--- src/rtl/seq_mult_writer.sv ---
`default_nettype none
// ============================================================================
//  Module   : seq_mult_writer
//  Purpose  : Shift-and-add unsigned multiplier that retires one multiplier
//             bit per clock, then performs a single-cycle write of the
//             2*WIDTH-bit product into a register-file write port.
//  Options  : SEQMUL_ZERO_SKIP_EN - a zero operand bypasses the CALC phase
//             and writes 0 on the cycle after the start is accepted.
//  Revision : 1.0 - initial release
// ============================================================================
module seq_mult_writer #(
    parameter int WIDTH  = 4,
    parameter int ADDR_W = 4
) (
    input  logic                 clk,
    input  logic                 rst_n,
    input  logic                 start,
    input  logic [WIDTH-1:0]     op1,
    input  logic [WIDTH-1:0]     op2,
    input  logic [ADDR_W-1:0]    dest,
    output logic                 busy,
    output logic                 done,
    output logic                 wr_en,
    output logic [ADDR_W-1:0]    wr_addr,
    output logic [2*WIDTH-1:0]   wr_data,
    output logic [2*WIDTH-1:0]   product
);

    localparam int         CNT_W    = $clog2(WIDTH + 1);
    localparam logic [1:0] ST_IDLE  = 2'd0;
    localparam logic [1:0] ST_CALC  = 2'd1;
    localparam logic [1:0] ST_WRITE = 2'd2;

    logic [1:0]          state_q,   state_d;
    logic [WIDTH-1:0]    m_q,       m_d;
    logic [WIDTH-1:0]    a_q,       a_d;
    logic [WIDTH-1:0]    q_q,       q_d;
    logic [CNT_W-1:0]    cnt_q,     cnt_d;
    logic [ADDR_W-1:0]   addr_q,    addr_d;
    logic [2*WIDTH-1:0]  product_q, product_d;

    // Carry-extended partial sum {c,a} for the current CALC step
    logic [WIDTH:0]      w_acc;
    logic                w_zero_skip;

`ifdef SEQMUL_ZERO_SKIP_EN
    // A zero operand makes the product trivially zero
    assign w_zero_skip = (op1 == '0) || (op2 == '0);
`else
    assign w_zero_skip = 1'b0;
`endif

    // State and datapath registers; async reset aborts any operation
    always_ff @(posedge clk or negedge rst_n) begin
        if (!rst_n) begin
            state_q   <= ST_IDLE;
            m_q       <= '0;
            a_q       <= '0;
            q_q       <= '0;
            cnt_q     <= '0;
            addr_q    <= '0;
            product_q <= '0;
        end else begin
            state_q   <= state_d;
            m_q       <= m_d;
            a_q       <= a_d;
            q_q       <= q_d;
            cnt_q     <= cnt_d;
            addr_q    <= addr_d;
            product_q <= product_d;
        end
    end

    // Next-state decode: start only honoured in IDLE, WIDTH CALC edges, one WRITE
    always_comb begin
        state_d = state_q;
        case (state_q)
            ST_IDLE:  if (start) state_d = w_zero_skip ? ST_WRITE : ST_CALC;
            ST_CALC:  if (cnt_q == CNT_W'(1)) state_d = ST_WRITE;
            ST_WRITE: state_d = ST_IDLE;
            default:  state_d = ST_IDLE;
        endcase
    end

    // Datapath: operand capture, conditional add then right shift of {c,a,q}
    always_comb begin
        m_d       = m_q;
        a_d       = a_q;
        q_d       = q_q;
        cnt_d     = cnt_q;
        addr_d    = addr_q;
        product_d = product_q;
        w_acc     = {1'b0, a_q};
        case (state_q)
            ST_IDLE: begin
                if (start) begin
                    m_d    = op1;
                    q_d    = w_zero_skip ? '0 : op2;
                    a_d    = '0;
                    addr_d = dest;
                    cnt_d  = CNT_W'(WIDTH);
                end
            end
            ST_CALC: begin
                if (q_q[0]) w_acc = {1'b0, a_q} + {1'b0, m_q};
                a_d   = w_acc[WIDTH:1];
                q_d   = {w_acc[0], q_q[WIDTH-1:1]};
                cnt_d = cnt_q - CNT_W'(1);
            end
            ST_WRITE: begin
                product_d = {a_q, q_q};
            end
            default: ;
        endcase
    end

    // Outputs decoded from registered state; write bus is zero outside WRITE
    always_comb begin
        busy    = (state_q != ST_IDLE);
        wr_en   = (state_q == ST_WRITE);
        done    = (state_q == ST_WRITE);
        wr_addr = '0;
        wr_data = '0;
        if (state_q == ST_WRITE) begin
            wr_addr = addr_q;
            wr_data = {a_q, q_q};
        end
    end

    assign product = product_q;

endmodule
`default_nettype wire

--- config.mk ---
export PLATFORM = sky130hd
export DESIGN_NAME = seq_mult_writer
export DESIGN_NICKNAME = d
export VERILOG_FILES = /design/src/rtl/seq_mult_writer.sv
export SDC_FILE = /design/constraint.sdc
export NUM_CORES = 1
export LEC_CHECK = 0
export CORE_MARGIN = 10
export CORE_UTILIZATION = 47
export DETAILED_ROUTE_END_ITERATION = 16
export PLACE_DENSITY_LB_ADDON = 0.3
export SKIP_CTS_REPAIR_TIMING = 1
export SLEW_MARGIN = 20
export SYNTH_ARGS = -nofsm -noshare
export SYNTH_HDL_FRONTEND = slang
export SYNTH_SLANG_ARGS = --single-unit
--- constraint.sdc ---
create_clock -name clk -period 1.7 [get_ports clk]
set_input_delay 0.34 -clock clk [delete_from_list [all_inputs] [get_ports clk]]
set_output_delay 0.34 -clock clk [all_outputs]
set_load 0.03 [all_outputs]
==> results of run 1 <==
flip-flops by register name, summed over array words and instances (netlist names):
register,count
a_q,4
cnt_q,3
product,8
q_q,4
state_q,2
m_q,4
addr_q,4
per-layer routing:
metal / wire length [microns] / vias to the layer above
met3: 228 / 9
met2: 1790 / 35
li1: - / 534
met1: 1450 / 533
met4: 53 / 0
met5: 0 / -
stage by stage:
step | instance area [sq um] | TNS (ns) | std cells | worst slack [ns] | hold WS, ns
6_report | 2070 | -2.05 | 210 | -0.185 | 0.388
3_3_place_gp | 1850 | 0 | 197 | 0.0589 | 0.483
5_1_grt | 2070 | -3.22 | 210 | -0.271 | 0.437
3_5_place_dp | 1850 | 0 | 197 | 0.0271 | 0.488
4_1_cts | 1910 | -2.39 | 205 | -0.246 | 0.401
2_1_floorplan | 1430 | 0 | 126 | 0.113 | 0.0444
kinds of logic (layout without fill, tap and decap cells):
family,count (synthesis),count (layout)
xor gates and xnor gates,1,1
adders and majority gates,7,7
and+or+nand+nor,39,39
muxes,18,18
AOI/OAI and AO/OA,20,20
buffers and inverters,12,65
DFF,29,29
worst max path at each step:
stage	end	slack (ns)	cells past startpoint
6_report	wr_data[2]	-0.18	5
5_1_grt	wr_data[3]	-0.27	5
4_1_cts	busy	-0.25	2
3_5_place_dp	a_q[2]$_DFFE_PN0P_	0.03	5
3_3_place_gp	a_q[2]$_DFFE_PN0P_	0.06	5
2_1_floorplan	wr_addr[1]	0.11	3
synth_stat cells (2+ instances only):
cell | n | area, sq um
a21o_1 | 2 | 15.0
a21oi_1 | 2 | 10.0
a22oi_1 | 3 | 22.5
and2_1 | 12 | 75.1
and3_1 | 2 | 12.5
buf_4 | 2 | 15.0
clkbuf_1 | 3 | 11.3
dfrtp_1 | 29 | 726
ha_1 | 6 | 75.1
inv_1 | 5 | 18.8
mux2_2 | 16 | 180
mux2i_1 | 2 | 20.0
nand2_1 | 13 | 48.8
nand2b_1 | 2 | 12.5
nor2_1 | 2 | 7.51
nor2b_1 | 4 | 25.0
o21ai_0 | 5 | 25.0
o22ai_1 | 4 | 25.0
final cells by class:
class,instances,area [sq um],share of cell area
well taps,31,38.8,0.0187
flip-flops and latches,29,727,0.351
inverters,5,18.8,0.00905
clock inverters,3,17.5,0.00845
clock buffers,5,37.5,0.0181
multi-input cells,85,666,0.321
repair buffers,52,568,0.274
power by group through the flow:
| stage | Sequential, mW | Combinational (mW) | Clock [mW] |
|---|---|---|---|
| floorplan | 1.32 | 0.948 | 0 |
| global placement | 1.23 | 1.55 | 0 |
| detailed placement | 1.24 | 1.61 | 0 |
| CTS | 1.23 | 1.62 | 0.411 |
| global route | 1.29 | 1.89 | 0.438 |
| finish | 1.25 | 1.70 | 0.402 |
cells in the final DEF, fill, tap and decap left out, types with 3 or more instances in the layout:
master,count
buf_6,14
inv_1,5
a22oi_1,3
ha_1,5
dfrtp_1,28
and2_1,11
mux2_2,16
buf_4,11
clkbuf_4,5
nor2b_1,4
nand2_1,13
clkdlybuf4s50_1,14
o22ai_1,4
o21ai_0,4
dlymetal6s2s_1,9
==> impl_metrics.yaml, run 1 <==
outcome:
  status: "finished with violations"
  violations: "setup timing"
drt:
  ant_nets: 0
  via_per_inst: 5.29
  avgRoutedWirePerCell_microns: 16.7
  wl_microns: 3520
  drt-initial-drc-count: 32
  drt_pre_antenna_iters: 4
  post-route-drc-count: 0
  num_vias: 1111
power:
  p_int_mw: 2.02
  p_per_area_nw_per_um2: 1620
  pwr-share-clk: 0.120
  p_leak_nw: 1.08
  vdd_drop_max_uv: 863
  p_comb_frac: 0.508
  sequentialPowerShare: 0.372
  p_sw_frac: 0.396
  power.total_mw: 3.35
  p_switching_mw: 1.33
worst_setup_path:
  path_cells: "buf_6 > and2b_2 > clkbuf_16 > and2_4 > buf_6"
  r2r_start: "a_q[1]$_DFFE_PN0P_"
  reg2regPathDepth: 5
  crit_path_frequent_cell: "buf_6"
  reg2reg_slack_ns: 0.03
  path_delay_family: "simple AND/OR/NAND/NOR gates"
  cp.required_ns: 1.36
  cpMaxStageDelayCell: "dfrtp_1"
  cp.arrival_ns: 1.54
  worstPathMaxFanout: 7
  setup.worst_path.start: "state_q[0]$_DFFE_PN0P_"
  crit_type: "flip-flop to output pin"
  max_stage_delay_ns: 0.39
  crit_buf_inv: 3
  startpoint_type: "flip-flop"
  r2r_end: "a_q[2]$_DFFE_PN0P_"
  cp-end-kind: "output pin"
floorplanning:
  rows: 19
  initial_core_util: 0.506
  die-area_sq_um: 5650
  ios: 38
  die_h_microns: 75.2
  die_w_microns: 75.2
  coreArea_sq_um: 2830
finish:
  drive_gt1_frac: 0.335
  fill_cells: 187
  n_antenna_cell: 0
  syn_to_final_growth_pct: 44.8
  fin_nets: 200
  fin_util: 0.733
clock_tree:
  htree_levels: 2
  clockBufferDepth: 2
  cts_buffers: 5
  cts_tree: "yes"
  worstSkewPairLatency_ns: 0.33
  clkSinkCount: 29
  path_clk_slew_ns: 0.09
  root_buffer: "clkbuf_4"
global_routing:
  grt_use_total: 0.117
  grtUsageMet1: 0.134
  grt_first_pass_wirelength_microns: 5110
  met2_usage: 0.199
  grt_pass1_vias: 1125
  grt_most_used_layer: "met2"
  grt_use_met3: 0.0355
  globalRouteOverflowTotal: 0
  antenna_found_initial: 0
  grt_max_degree: 30
synth:
  synth-edff-count: 0
  ys_seq_area_frac: 0.507
  synth_xor_area_frac: 0.00612
  ys_async_sr_fraction: 1.00
  synth_top_family_by_area: "simple AND/OR/NAND/NOR gates"
  yosysWarnings: 0
  synth_area_per_cell_sq_um: 11.4
  synth-simple-area-share: 0.149
  synth_ff_type: "dfrtp_1"
  netlist_instances: 126
  netlist_area_sq_um: 1430
  yosys.area_share.adder: 0.0664
  yosysUniqueCellTypes: 30
  muxShareOfSynthArea: 0.140
  ys_ff_latch: 29
  synth_compound_area_frac: 0.0883
  syn-num-nets: 148
timing:
  fin_ws_ns: -0.185
  fin_crit_ns: 1.88
  relSlewSlack: 0.659
  setup_viol: 14
  maxSlewViolCount: 0
  rsz0062_at_grt: "true"
  fin_crit_sh: 1.11
  hold_viol: 0
  clock.fmax_ghz: 0.531
  worstMarginPinSlew_ns: 0.511
  clock_skew_ns: 0.0120
placement:
  numPortBuffers: 37
  dp_hpwl_microns: 2410
  gp_congestion: 0.876
min_path:
  hold_path.class: "primary input to asynchronous set/reset pin"
flow_run:
  maxCapViolations: 0
Note: power is estimated with default switching activity, not from simulation.
==> run 2, diff against run 1 <==
--- a/config.mk
+++ b/config.mk
@@ -8,6 +8,7 @@
 export CORE_MARGIN = 10
 export CORE_UTILIZATION = 47
 export DETAILED_ROUTE_END_ITERATION = 16
+export MAX_ROUTING_LAYER = met4
 export PLACE_DENSITY_LB_ADDON = 0.3
 export SKIP_CTS_REPAIR_TIMING = 1
 export SLEW_MARGIN = 20
==> constraint.sdc (replaced) <==
create_clock -name clk -period 1.8 [get_ports clk]
set_input_delay 0.36 -clock clk [delete_from_list [all_inputs] [get_ports clk]]
set_output_delay 0.36 -clock clk [all_outputs]
set_load 0.03 [all_outputs]
==> impl_metrics.yaml, run 2 (synthesis results as in run 1) <==
outcome:
  status: "finished with violations"
  violations: "setup timing"
timing:
  clock.fmax_ghz: 0.553
  fin_crit_sh: 1.01
  relSlewSlack: 0.680
  hold_viol: 0
  rsz0062_at_grt: "true"
  fin_setup_tns_ns: -0.0374
  setup_viol: 5
  clock_skew_ns: 0.00388
  fin_crit_ns: 1.81
  maxSlewViolCount: 0
  worstMarginPinSlew_ns: 0.479
  fin_ws_ns: -0.00980
floorplanning:
  die_h_microns: 75.2
  coreArea_sq_um: 2830
  ios: 38
  rows: 19
  initial_core_util: 0.506
  die-area_sq_um: 5650
  die_w_microns: 75.2
worst_setup_path:
  worstPathMaxFanout: 6
  cp-end-kind: "output pin"
  reg2reg_slack_ns: 0.16
  cp.arrival_ns: 1.45
  crit_type: "flip-flop to output pin"
  cp.required_ns: 1.44
  r2r_start: "a_q[1]$_DFFE_PN0P_"
  startpoint_type: "flip-flop"
  reg2regPathDepth: 5
  r2r_end: "a_q[2]$_DFFE_PN0P_"
finish:
  drive_gt1_frac: 0.320
  syn_to_final_growth_pct: 42.7
  fin_nets: 199
  ff_latch_area_sq_um: 726
  largest_reg_flops: 8
  fill_cells: 205
  multi_input_area_sq_um: 651
  n_antenna_cell: 0
  final_common_cell: "dfrtp_1"
  mostFrequentLayoutCells: "29 x dfrtp_1, 22 x clkdlybuf4s50_1, 16 x mux2_2, 13 x nand2_1"
min_path:
  hold_path.class: "primary input to asynchronous set/reset pin"
drt:
  drt_pre_antenna_iters: 4
  avgRoutedWirePerCell_microns: 16.4
  via_per_inst: 5.29
  drt-initial-drc-count: 60
  ant_nets: 0
  num_vias: 1105
  post-route-drc-count: 0
  wl_microns: 3430
power:
  vdd_drop_max_uv: 900
  power.total_mw: 3.16
  p_leak_nw: 0.970
  p_per_area_nw_per_um2: 1550
clock_tree:
  clkSinkCount: 29
  clockBufferDepth: 2
  worstSkewPairLatency_ns: 0.32
  path_clk_slew_ns: 0.09
  cts_buffers: 5
  htree_levels: 2
  cts_tree: "yes"
  root_buffer: "clkbuf_4"
global_routing:
  grt_first_pass_wirelength_microns: 4970
  globalRouteOverflowTotal: 0
  grt_max_degree: 30
  antenna_found_initial: 0
  grt_use_total: 0.118
  grt_pass1_vias: 1089
placement:
  dp_hpwl_microns: 2320
  gp_congestion: 0.821
  numPortBuffers: 37
flow_run:
  maxCapViolations: 0
## run 2: cell count changes in the layout (fill, tap and decap cells not counted), sizes merged
cell / previous run / this run
buf: 28 / 27
clkinvlp: 1 / 0
dlymetal6s2s: 9 / 1
clkinv: 2 / 1
clkdlybuf4s50: 14 / 22
clkbuf: 6 / 8
## run 2: final cells by class
| cell class | instances | area share |
|---|---|---|
| Sequential cell | 29 | 0.355 |
| Multi-Input combinational cell | 85 | 0.319 |
| Timing Repair Buffer | 51 | 0.263 |
| Clock buffer | 7 | 0.0319 |
| Tap cell | 31 | 0.0190 |
| Inverter | 5 | 0.00919 |
| Clock inverter | 1 | 0.00245 |
## run 2: routing by layer
layer	global-route usage	routed length (microns)
met1	0.122	1430
met2	0.193	1720
met3	0.0512	229
met4	0.0515	49
met5	-	0
## run 2: worst max-delay path by stage
| stage | start | end | slack [ns] |
|---|---|---|---|
| 2_1_floorplan | state_q[0]$_DFFE_PN0P_ | wr_addr[1] | 0.19 |
| 3_3_place_gp | start | addr_q[2]$_DFFE_PN0P_ | 0.12 |
| 3_5_place_dp | start | m_q[0]$_DFFE_PN0P_ | 0.08 |
| 4_1_cts | state_q[0]$_DFFE_PN0P_ | busy | -0.22 |
| 5_1_grt | state_q[0]$_DFFE_PN0P_ | wr_addr[3] | -0.08 |
| 6_report | state_q[0]$_DFFE_PN0P_ | wr_data[5] | -0.01 |
## run 2: where the power goes
| part | internal (mW) | switching [mW] |
|---|---|---|
| clock network | 0.226 | 0.219 |
| registers | 0.950 | 0.222 |
| logic | 0.777 | 0.766 |
## run 2: critical path, cell delays in order (launching register included)
cell and delay (ns):
dfrtp_1 0.42, and2b_2 0.29, clkbuf_16 0.16, and2_4 0.14
buf_6 0.12
## run 2: through the flow
step           instances  hold WS [ns]   util  setup slack, ns  cell area, sq um
3_5_place_dp         192         0.487  0.641           0.0849              1810
2_1_floorplan        126        0.0644      -            0.193              1430
6_report             209         0.409  0.722         -0.00980              2040
3_3_place_gp         192         0.482  0.641            0.119              1810
4_1_cts              200         0.415  0.666           -0.223              1880
5_1_grt              209         0.428  0.722          -0.0758              2040
==> run 3, diff against run 2 <==
--- a/config.mk
+++ b/config.mk
@@ -8,10 +8,11 @@
 export CORE_MARGIN = 10
 export CORE_UTILIZATION = 47
 export DETAILED_ROUTE_END_ITERATION = 16
+export GPL_ROUTABILITY_DRIVEN = 0
 export MAX_ROUTING_LAYER = met4
 export PLACE_DENSITY_LB_ADDON = 0.3
 export SKIP_CTS_REPAIR_TIMING = 1
-export SLEW_MARGIN = 20
+export SLEW_MARGIN = 15
 export SYNTH_ARGS = -nofsm -noshare
 export SYNTH_HDL_FRONTEND = slang
 export SYNTH_SLANG_ARGS = --single-unit
==> results of run 3 <==
Final layout, timing and power as in run 2 (identical DEF).
